--- config.mk ---
export PLATFORM = sky130hd
export DESIGN_NAME = mem_port_master
export DESIGN_NICKNAME = d
export VERILOG_FILES = /design/src/rtl/mem_port_master.sv
export SDC_FILE = /design/constraint.sdc
export NUM_CORES = 1
export LEC_CHECK = 0
export CORE_UTILIZATION = 47
export DETAILED_ROUTE_END_ITERATION = 16
export HOLD_SLACK_MARGIN = 0.05
export PLACE_DENSITY = 0.91
export SETUP_SLACK_MARGIN = 0.5
export SLEW_MARGIN = 20
export SYNTH_ARGS = -nofsm -noshare
export SYNTH_HDL_FRONTEND = slang
export SYNTH_SLANG_ARGS = --single-unit
--- constraint.sdc ---
create_clock -name clock -period 2.2 [get_ports clock]
set_clock_uncertainty 0.15 [all_clocks]
set_input_delay 0.22 -clock clock [delete_from_list [all_inputs] [get_ports clock]]
set_output_delay 0.22 -clock clock [all_outputs]
set_load 0.03 [all_outputs]
--- src/rtl/mem_port_master.sv ---
// mem_port_master: valid/ready load/store initiator for the word-wide data Memory, with read-modify-write for sub-word stores
module mem_port_master #(
    parameter int MEM_IDX_W  = 10,
    parameter bit BIG_ENDIAN = 1'b1
) (
    input  logic        clock,
    input  logic        reset,
    input  logic        req_valid,
    output logic        req_ready,
    input  logic        req_we,
    input  logic [1:0]  req_size,
    input  logic        req_signed,
    input  logic [31:0] req_addr,
    input  logic [31:0] req_wdata,
    output logic        resp_valid,
    output logic [31:0] resp_rdata,
    output logic        resp_err,
    output logic        mem_ren,
    output logic        mem_wen,
    output logic [31:0] mem_addr,
    output logic [31:0] mem_din,
    input  logic [31:0] mem_dout
);
    typedef enum logic [2:0] {IDLE, RD, WR, RMW_RD, RMW_WR, RESP} state_t;
    state_t state;
    logic [1:0] size, offs;
    logic sgn, bad;
    logic [31:0] wdata, load_val, merged;
    logic [4:0] bsh, hsh;
    logic [7:0] lane_b;
    logic [15:0] lane_h;
    always_comb begin
        bad = req_size == 2'b11 || (req_size == 2'b01 && req_addr[0]) ||
              (req_size == 2'b10 && req_addr[1:0] != 2'b00) || (req_addr[31:2] >> MEM_IDX_W) != 30'd0;
        bsh = BIG_ENDIAN ? 5'd24 - {offs, 3'b000} : {offs, 3'b000};
        hsh = (BIG_ENDIAN != offs[1]) ? 5'd16 : 5'd0;
        lane_b = 8'(mem_dout >> bsh);
        lane_h = 16'(mem_dout >> hsh);
        load_val = size == 2'b00 ? {{24{sgn & lane_b[7]}}, lane_b} :
                   size == 2'b01 ? {{16{sgn & lane_h[15]}}, lane_h} : mem_dout;
        merged = size == 2'b00 ? (mem_dout & ~(32'hFF << bsh)) | ({24'd0, wdata[7:0]} << bsh) :
                                 (mem_dout & ~(32'hFFFF << hsh)) | ({16'd0, wdata[15:0]} << hsh);
    end
    always_ff @(posedge clock or negedge reset) begin
        if (!reset) begin
            state      <= IDLE;
            req_ready  <= 1'b1;
            resp_valid <= 1'b0;
            resp_rdata <= '0;
            resp_err   <= 1'b0;
            mem_ren    <= 1'b0;
            mem_wen    <= 1'b0;
            mem_addr   <= '0;
            mem_din    <= '0;
            size       <= '0;
            offs       <= '0;
            sgn        <= 1'b0;
            wdata      <= '0;
        end else begin
            case (state)
                IDLE: if (req_valid) begin
                    req_ready <= 1'b0;
                    size      <= req_size;
                    offs      <= req_addr[1:0];
                    sgn       <= req_signed;
                    wdata     <= req_wdata;
                    if (bad) begin
                        state      <= RESP;
                        resp_valid <= 1'b1;
                        resp_err   <= 1'b1;
                    end else begin
                        mem_addr <= {2'b00, req_addr[31:2]};
                        if (!req_we) begin
                            state   <= RD;
                            mem_ren <= 1'b1;
                        end else if (req_size == 2'b10) begin
                            state   <= WR;
                            mem_wen <= 1'b1;
                            mem_din <= req_wdata;
                        end else begin
                            state   <= RMW_RD;
                            mem_ren <= 1'b1;
                        end
                    end
                end
                RD: begin
                    state      <= RESP;
                    mem_ren    <= 1'b0;
                    mem_addr   <= '0;
                    resp_valid <= 1'b1;
                    resp_rdata <= load_val;
                end
                RMW_RD: begin
                    state   <= RMW_WR;
                    mem_ren <= 1'b0;
                    mem_wen <= 1'b1;
                    mem_din <= merged;
                end
                WR, RMW_WR: begin
                    state      <= RESP;
                    mem_wen    <= 1'b0;
                    mem_din    <= '0;
                    mem_addr   <= '0;
                    resp_valid <= 1'b1;
                end
                default: begin
                    state      <= IDLE;
                    req_ready  <= 1'b1;
                    resp_valid <= 1'b0;
                    resp_err   <= 1'b0;
                    resp_rdata <= '0;
                end
            endcase
        end
    end
endmodule

---- Yosys cells after proc, flatten, opt, wreduce, memory -nomap -nowiden ----
Index checks and enable logic that the tools add are counted.
word-level totals
  output and inout bits ................... 101
  bits of input ports ..................... 103
  register bits after elaboration ......... 125
  word-level logic and storage cells ...... 102
cells by class
  shifts and indexed selects .............. 6
  mux-type cells .......................... 34
  equality and inequality tests ........... 14
  bitwise operators ....................... 10
  reductions and logical operators ........ 24
  add/subtract/negate cells ............... 1
operators by type and width
  operator                                                              number
  32-bit two-way mux                                                    9
  32-bit one-hot mux with 2 select lines                                2
  32-bit one-hot mux with 3 select lines                                1
  32-bit bitwise AND                                                    2
  32-bit NOT                                                            2
  32-bit bitwise OR                                                     2
  16-bit by 5-bit << shifter with 32-bit output                         1
  16-bit by 5-bit << shifter with 32-bit output (first input constant)  1
  8-bit by 5-bit << shifter with 32-bit output                          1
  8-bit by 5-bit << shifter with 32-bit output (first input constant)   1
  32-bit by 5-bit >> shifter with 16-bit output                         1
  32-bit by 5-bit >> shifter with 8-bit output                          1
  30-bit nonzero test                                                   1
  1-bit two-way mux                                                     12
  2-bit != test (second input constant)                                 5
  3-bit one-hot mux with 3 select lines                                 1
  3-bit AND reduction                                                   3
  4-bit OR reduction                                                    2
  3-bit by 2-bit == test with 1-bit output (second input constant)      2
  3-bit two-way mux                                                     2
  1-bit one-hot mux with 2 select lines                                 3
  1-bit one-hot mux with 3 select lines                                 2
  2-bit nonzero test                                                    3
  5-bit two-way mux                                                     1
  19 further kinds                                                      28

---- Logic depth before layout (Yosys ltp) ----
Gate-level depths: netlist (run 1).
  depth after elaboration ................. 8
  depth in mapped cells ................... 8
  depth with buffers taken out ............ 5

---- Worst setup path after synthesis (run 1) ----
Ideal clock, no wire load.
  kind .................................... register to register
  from .................................... reg state[2]
  to ...................................... reg mem_din[10]
  arrival ................................. 1767 ps
  cell stages (with the launch flop) ...... 7
  setup time .............................. 125 ps
  path buffers ............................ 2
  data required time ...................... 1925 ps
  path slack .............................. 158 ps
  period minus slack after synthesis ...... 2042 ps
  cell sequence ........................... dfrtp_1 buf_2 mux2i_2 inv_2 a41oi_4 buf_6 mux2_4
between the ends
  cells in the longest elaborated chain, start to end .. 4
  elaborated cells between the ends (all ways) .. 12
  classes of those cells .................. eq/ne: 7; mux: 1; reduce/logical: 4
ends and longest elaborated chain
  what                                                                       line  text
  start: declaration                                                         25    state_t state;
  start signal: assignment                                                   46    state <= IDLE;
  start signal: assignment                                                   68    state <= RESP;
  start signal: assignment                                                   74    state <= RD;
  3-bit by 2-bit == test with 1-bit output or 3-bit == test (tied branches)  60    case (state)
  2-bit OR reduction                                                         n/a
  3-bit nonzero test (no source line)                                        n/a
  5-bit AND reduction (no source line)                                       n/a
  end signal: assignment                                                     79    mem_din <= req_wdata;
  end signal: assignment                                                     97    mem_din <= merged;
  end: declaration                                                           21    output logic [31:0] mem_din,
Several ways; a longest one is shown, not always the timed one.
A chain may end at the register's enable or synchronous reset.

---- Worst setup path in the final report (run 1) ----
  from .................................... reg offs[1]
  to ...................................... reg mem_din[31]
between the ends
  cells in the longest elaborated chain, start to end .. 7
  elaborated cells between the ends (all ways) .. 14
  classes of those cells .................. add/sub: 1; shift: 4; mux: 3; bitwise: 6
ends and longest elaborated chain
  what                                                                                                           line    text
  start: declaration                                                                                             26      logic [1:0] size, offs;
  start signal: assignment                                                                                       64      offs <= req_addr[1:0];
  5-bit subtractor or 5-bit two-way mux (tied branches)                                                          35, 36
  8-bit by 5-bit << shifter with 32-bit output or 16-bit by 5-bit << shifter with 32-bit output (tied branches)  41, 42
  32-bit NOT, on equally long branches                                                                           41, 42
  32-bit bitwise AND, on equally long branches                                                                   41, 42
  32-bit bitwise OR, on equally long branches                                                                    41, 42
  32-bit two-way mux (*)                                                                                         41      merged = size == 2'b00 ? (mem_dout & ~(32'hFF << bsh)) | ({24'd0, wdata[7:0]} << bsh) :
  32-bit one-hot mux with 3 select lines (*)                                                                     60
Mark *: on every way between the ends. The rest lies on a longest branch, timed or not.

==> results of run 1 <==
[flip-flops by register name (all words and copies together), names as in the netlist]
name	flops
mem_addr	30
mem_din	32
mem_ren	1
mem_wen	1
offs	2
req_ready	1
resp_err	1
resp_rdata	32
resp_valid	1
sgn	1
size	2
state	3
wdata	16
[power breakdown]
group	total, uW	switching [uW]	internal (uW)
registers	3700	671	3030
logic	7990	4450	3540
clock network	2960	1160	1800
total	14700	6280	8380
[kinds of logic after synthesis]
kind of cell	Yosys count
XOR/XNOR	1
AND/OR/NAND/NOR	224
buffers and inverters	49
AO/OA/AOI/OAI	106
other	1
multiplexers	102
flip-flops	123
[area by class of cell]
cell class              instances  area (sq um)
repair buffers                285          2789
well taps                     176         220.2
fillers                       761          3102
multi-input cells             438          3467
clock buffers                  17         425.4
inverters                       5         18.77
clock inverters                15         187.7
flip-flops and latches        123          3085
[per-stage QoR]
stage / TNS (ns) / hold slack (ns)
6_report: 0 / 0.08509
3_3_place_gp: -7.075 / 0.004250
2_1_floorplan: 0 / -0.2256
5_1_grt: 0 / 0.1230
4_1_cts: 0 / 0.1061
3_5_place_dp: -11.34 / 0.003940
[cells in the mapped netlist, types with 2 or more instances]
| master | count | share of area |
|---|---|---|
| mux2_4 | 30 | 0.070 |
| mux2i_1 | 59 | 0.092 |
| buf_4 | 4 | 0.0047 |
| nor4_2 | 2 | 0.0039 |
| nor2_4 | 2 | 0.0035 |
| nor2_1 | 28 | 0.016 |
| a31oi_1 | 8 | 0.0078 |
| nor3_1 | 3 | 0.0023 |
| clkbuf_1 | 22 | 0.013 |
| mux2i_2 | 2 | 0.0043 |
| o21ai_1 | 12 | 0.0093 |
| inv_2 | 2 | 0.0012 |
| nand3_1 | 10 | 0.0078 |
| mux4_2 | 8 | 0.028 |
| a21o_1 | 7 | 0.0082 |
| buf_6 | 4 | 0.0070 |
| or2_1 | 2 | 0.0019 |
| a32o_1 | 16 | 0.025 |
| nand2_1 | 142 | 0.083 |
| a221o_1 | 16 | 0.025 |
| nor4_1 | 3 | 0.0029 |
| nor3_4 | 2 | 0.0051 |
| o31ai_1 | 2 | 0.0023 |
| o21ai_0 | 26 | 0.020 |
| dfrtp_1 | 122 | 0.47 |
| buf_2 | 13 | 0.010 |
| inv_1 | 3 | 0.0018 |
| a21oi_1 | 14 | 0.011 |
| and2_1 | 23 | 0.022 |
| mux2_2 | 3 | 0.0053 |
[routing by layer]
metal,vias to the layer above,track usage,part of all wire
met5,-,0,0
met4,0,0.2017,0.068
met3,146,0.09243,0.13
met2,571,0.5077,0.46
met1,3104,0.3958,0.35
li1,2674,-,-
[critical path, cell delays in order, from the launching register on]
cell     delay [ns]
dfrtp_2        0.43
buf_6          0.15
buf_12         0.13
o21ai_0        0.44
nand3_1        0.19
a32o_1         0.32
mux2_4         0.27
[worst paths after layout]
check,start,to,depth (start not counted)
worst max register to register,offs[1]$_DFFE_PN0P_,mem_din[31]$_DFFE_PN0P_,6
worst min-delay path,reset,state[0]$_DFFE_PN0P_,2
worst max-delay path,offs[1]$_DFFE_PN0P_,mem_din[31]$_DFFE_PN0P_,6
worst min register to register,resp_rdata[11]$_DFFE_PN0N_,resp_rdata[11]$_DFFE_PN0N_,1
min in group clock,req_wdata[8],wdata[8]$_DFFE_PN0P_,3
max in group asynchronous,reset,mem_addr[12]$_DFFE_PN0P_,3
[timing repair]
action	4_1_cts	5_1_grt
buffers inserted	26	7
endpoints found under the hold margin	123	0
endpoints found under the setup margin	217	118
pin swaps	40	38
gates cloned	6	3
hold buffers	1	0
resized for setup	160	75
==> out/qor.yml, run 1 <==
worst_setup_path:
  cp.arrival_ns: 2.35
  end_kind: "flop"
  cp_max_fo: 5
  crit_type: "flop to flop"
  rrSetupSlack_ns: 0.009
  cp-start-kind: "flop"
  crit_required_ns: 2.36
logic_synthesis:
  syn_area_sq_mm: 0.006429
  synth_mux_area_frac: 0.1995
  ys_warn_count: 0
  ys_seq_area_frac: 0.4790
  synth_compound_area_frac: 0.1197
  ys.flop_type: "dfrtp_1"
  syn_inst: 606
  synth.avg_cell_area_sq_um: 10.61
  synth_top_family_by_area: "multiplexers"
  synth-simple-area-share: 0.1617
  synthArstFlopShare: 1.000
  synth.distinct_cells: 46
  ys_ff_latch: 123
  synthXorXnorAreaFrac: 0.001362
  synth_fa_ha_area_frac: 0
  synth-edff-count: 0
run:
  maxCapViolCount: 0
sta:
  slew_violations: 0
  rsz0062_at_grt: "true"
  setup_viol: 0
  clock.fmax_mhz: 456.5
  hold_violations: 0
  fin_crit_ns: 2.191
  worstMarginPinSlew_ns: 0.8189
  finalCritPeriodShare: 0.9958
  fin_ws_ns: 0.009228
  relSlewSlack: 0.4535
global_route:
  grt_usage: 0.3243
  grt_first_pass_wirelength_mm: 34.72
  grt_overflow: 0
  antenna_found_initial: 0
  grt_max_degree: 57
  grt_pass1_vias: 6403
route:
  wl_per_cell_microns: 23.44
  drt_iter0_markers: 778
  drcViolationCount: 0
  wl_mm: 24.82
  num_vias: 6495
  firstDrtPassIters: 6
  post_drt_via_cell_ratio: 6.133
  postRouteAntennaNets: 0
power_and_ir_drop:
  powerDensity_mw_per_mm2: 1438
  peakVddDrop_uv: 886.1
  total_power_uw: 14660
  p_leak_uw: 0.005163
final_layout:
  instances_no_fill: 1059
  final_core_util: 0.7667
  area_delta_synth_final_pct: 58.56
  antennaDiodeCount: 0
  design_area_sq_mm: 0.01019
  drive_above_1_share: 0.2820
  final_common_cell: "dfrtp_1"
  mostFrequentLayoutCells: "dfrtp_1, nand2_1, dlygate4sd2_1"
  nets: 973
placement:
  finalWeightedCongestion: 0.8728
  port_buffers: 201
  hpwlAfterDp_mm: 13.62
  postPlaceCellArea_sq_mm: 0.008831
  pre_cts_ws_ns: -0.2337
  dp.cells: 984
floorplan:
  rows: 42
  core_sq_mm: 0.01330
  ioPinCount: 204
  start_util: 0.4835
  die_w_microns: 119.0
  dieArea_sq_mm: 0.01415
  die_h_microns: 119.0
clock_network:
  clk_pin_slew_ns: 0.06
  clkLatencyLatePin_ns: 0.43
  clockBufferDepth: 2
  root_buffer: "clkbuf_16"
  h-tree-depth: 4
  cts_tree: "done"
  clock-sinks: 123
  cts_buffers: 17
status:
  status: "complete, no violations"
min_path:
  hold_path.class: "input pin to asynchronous set/reset pin"
No activity file was read; power rests on OpenSTA's default activity.
==> run 2: changes to the inputs <==
Settings changed: CORE_UTILIZATION 47 to 51, PLACE_DENSITY 0.91 to 0.95.
Clock period 2.2 ns to 2.8 ns, I/O delays scaled along.
==> out/qor.yml, run 2 (synthesized netlist as in run 1, its figures left out) <==
final_layout:
  seqCellArea_sq_mm: 0.003083  # was 0.003085 sq mm
  final_common_cell: "clkdlybuf4s50_1"  # was dfrtp_1
  fillers: 754  # was 761
  mostFrequentLayoutCells: "clkdlybuf4s50_1, nand2_1, dfrtp_1"  # was dfrtp_1, nand2_1, dlygate4sd2_1
  final_core_util: 0.7642  # was 0.7667
  top_regs: "mem_din (32), resp_rdata (32), mem_addr (30)"  # unchanged
  antennaDiodeCount: 0  # unchanged
  drive_above_1_share: 0.1388  # was 0.2820
  nets: 904  # was 973
  area_delta_synth_final_pct: 44.57  # was 58.56%
  multiInputGateArea_sq_mm: 0.003115  # was 0.003467 sq mm
worst_setup_path:
  path_delay_family: "flip-flops"  # was compound AO/OA/AOI/OAI gates
  crit_type: "flop to flop"  # unchanged
  crit_required_ns: 2.95  # was 2.36 ns
  r2r_cells: 5  # was 6
  cp.arrival_ns: 2.29  # was 2.35 ns
  cpPeakStageDelay_ns: 0.61  # was 0.44 ns
  cp-start-kind: "flop"  # unchanged
  end_kind: "flop"  # unchanged
  cp_max_fo: 15  # was 5
  slowest_stage: "dfrtp_2"  # was o21ai_0
  path_buf_inv: 0  # was 2
  worst-path-stages: 5  # was 6
  worstPathCellList: "nand2b_1 -> mux2i_1 -> nand2_1 -> a32o_1 -> mux2_4"  # was buf_6 -> buf_12 -> o21ai_0 -> nand3_1 -> a32o_1 -> mux2_4
floorplan:
  die_w_microns: 114.3  # was 119.0 microns
  die_h_microns: 114.3  # was 119.0 microns
  start_util: 0.5286  # was 0.4835
  dieArea_sq_mm: 0.01306  # was 0.01415 sq mm
  core_sq_mm: 0.01216  # was 0.01330 sq mm
  rows: 40  # was 42
  ioPinCount: 204  # unchanged
clock_network:
  cts_buffers: 17  # unchanged
  clockBufferDepth: 2  # unchanged
  root_buffer: "clkbuf_16"  # unchanged
  clkLatencyLatePin_ns: 0.41  # was 0.43 ns
  h-tree-depth: 4  # unchanged
  clk_pin_slew_ns: 0.05  # was 0.06 ns
  cts_tree: "done"  # unchanged
  clock-sinks: 123  # unchanged
sta:
  fin_crit_ns: 2.144  # was 2.191 ns
  worstMarginPinSlew_ns: 0.7495  # was 0.8189 ns
  setup_viol: 0  # unchanged
  rsz0062_at_grt: "false"  # was true
  clock.fmax_mhz: 466.5  # was 456.5 MHz
  fin_tns_setup_ns: 0  # unchanged
  slew_violations: 0  # unchanged
  hold_violations: 0  # unchanged
  finalCritPeriodShare: 0.7656  # was 0.9958
  relSlewSlack: 0.4998  # was 0.4535
power_and_ir_drop:
  powerDensity_mw_per_mm2: 1127  # was 1438 mW/mm^2
  pwr-share-comb: 0.482  # was 0.545
  switchingPower_uw: 4155  # was 6278 uW
  p_seq_frac: 0.284  # was 0.253
  peakVddDrop_uv: 502.5  # was 886.1 uV
  cellInternalPower_uw: 6321  # was 8378 uW
  p_leak_uw: 0.004239  # was 0.005163 uW
  swShare: 0.3966  # was 0.4284
  total_power_uw: 10480  # was 14660 uW
  power.share.clock: 0.234  # was 0.202
route:
  firstDrtPassIters: 6  # unchanged
  wl_per_cell_microns: 19.85  # was 23.44 microns
  wl_mm: 19.49  # was 24.82 mm
  drcViolationCount: 0  # unchanged
  drt_iter0_markers: 463  # was 778
  postRouteAntennaNets: 0  # unchanged
  post_drt_via_cell_ratio: 5.775  # was 6.133
  num_vias: 5671  # was 6495
placement:
  port_buffers: 201  # unchanged
  finalWeightedCongestion: 0.9187  # was 0.8728
  hpwlAfterDp_mm: 14.05  # was 13.62 mm
global_route:
  grt_overflow: 0  # unchanged
  grt_first_pass_wirelength_mm: 30.81  # was 34.72 mm
  grt_pass1_vias: 5846  # was 6403
  antenna_found_initial: 0  # unchanged
  grt_usage: 0.3155  # was 0.3243
  grt_max_degree: 73  # was 57
min_path:
  hold_path.class: "input pin to asynchronous set/reset pin"  # unchanged
status:
  status: "complete, no violations"  # unchanged
run:
  maxCapViolCount: 0  # unchanged
run 2: changes by cell type in the layout (fill, tap and decap cells not counted), sizes merged:
cell           previous run  this run
clkdlybuf4s50            87       200
nor2                     33        30
clkinvlp                  0         3
dlymetal6s2s              1         0
inv                      10         5
clkinv                    7         5
clkdlybuf4s15             1         0
dlygate4sd2             111         0
bufinv                    3         5
buf                      82        18
run 2: final timing paths:
check / from / end / slack, ns
worst max-delay path: offs[1]$_DFFE_PN0P_ / mem_din[13]$_DFFE_PN0P_ / 0.66
worst min-delay path: reset / resp_rdata[14]$_DFFE_PN0N_ / 0.09
worst max register to register: offs[1]$_DFFE_PN0P_ / mem_din[13]$_DFFE_PN0P_ / 0.66
worst min register to register: mem_addr[10]$_DFFE_PN0P_ / mem_addr[10]$_DFFE_PN0P_ / 0.34
max in group asynchronous: reset / mem_addr[25]$_DFFE_PN0P_ / 1.63
min in group clock: req_wdata[9] / wdata[9]$_DFFE_PN0P_ / 0.28
run 2: power by group through the flow:
stage	clock, uW	sequential (uW)	combinational (uW)
3_5_place_dp	0	2970	4980
2_1_floorplan	0	3580	2680
4_1_cts	2480	2960	5040
6_report	2450	2970	5050
3_3_place_gp	0	2940	4840
5_1_grt	2560	3040	5390
run 2: what timing repair did:
item	4_1_cts	5_1_grt
buffers inserted	0	1
setup endpoints to repair	51	31
gates resized for setup	3	2
hold buffers	1	0
hold endpoints to repair	122	0
pin swaps	0	2
run 2: per-layer routing:
| metal | vias up | global-route usage | share of wire |
|---|---|---|---|
| met1 | 2751 | 0.3754 | 0.38 |
| li1 | 2528 | - | - |
| met2 | 353 | 0.5248 | 0.48 |
| met4 | 0 | 0.1273 | 0.025 |
| met5 | - | 0 | 0 |
| met3 | 39 | 0.1091 | 0.11 |
run 2: final cells by class:
| type | count | share of cell area |
|---|---|---|
| clock buffer | 19 | 0.04873 |
| clock inverter | 13 | 0.02329 |
| inverter | 5 | 0.002019 |
| multi-input combinational | 435 | 0.3352 |
| sequential | 123 | 0.3317 |
| tap | 168 | 0.02262 |
| timing repair buffer | 219 | 0.2364 |
run 2: stage by stage:
step	area (sq um)	instances	setup slack, ns	hold slack [ns]
final	9294	982	0.6563	0.08652
after global routing	9294	982	0.5020	0.07955
after CTS	9271	981	0.5033	0.07193
after detailed placement	8584	948	0.2296	-0.04905
after global placement	8584	948	0.3234	-0.05319
after floorplan	6432	607	0.7578	-0.1656
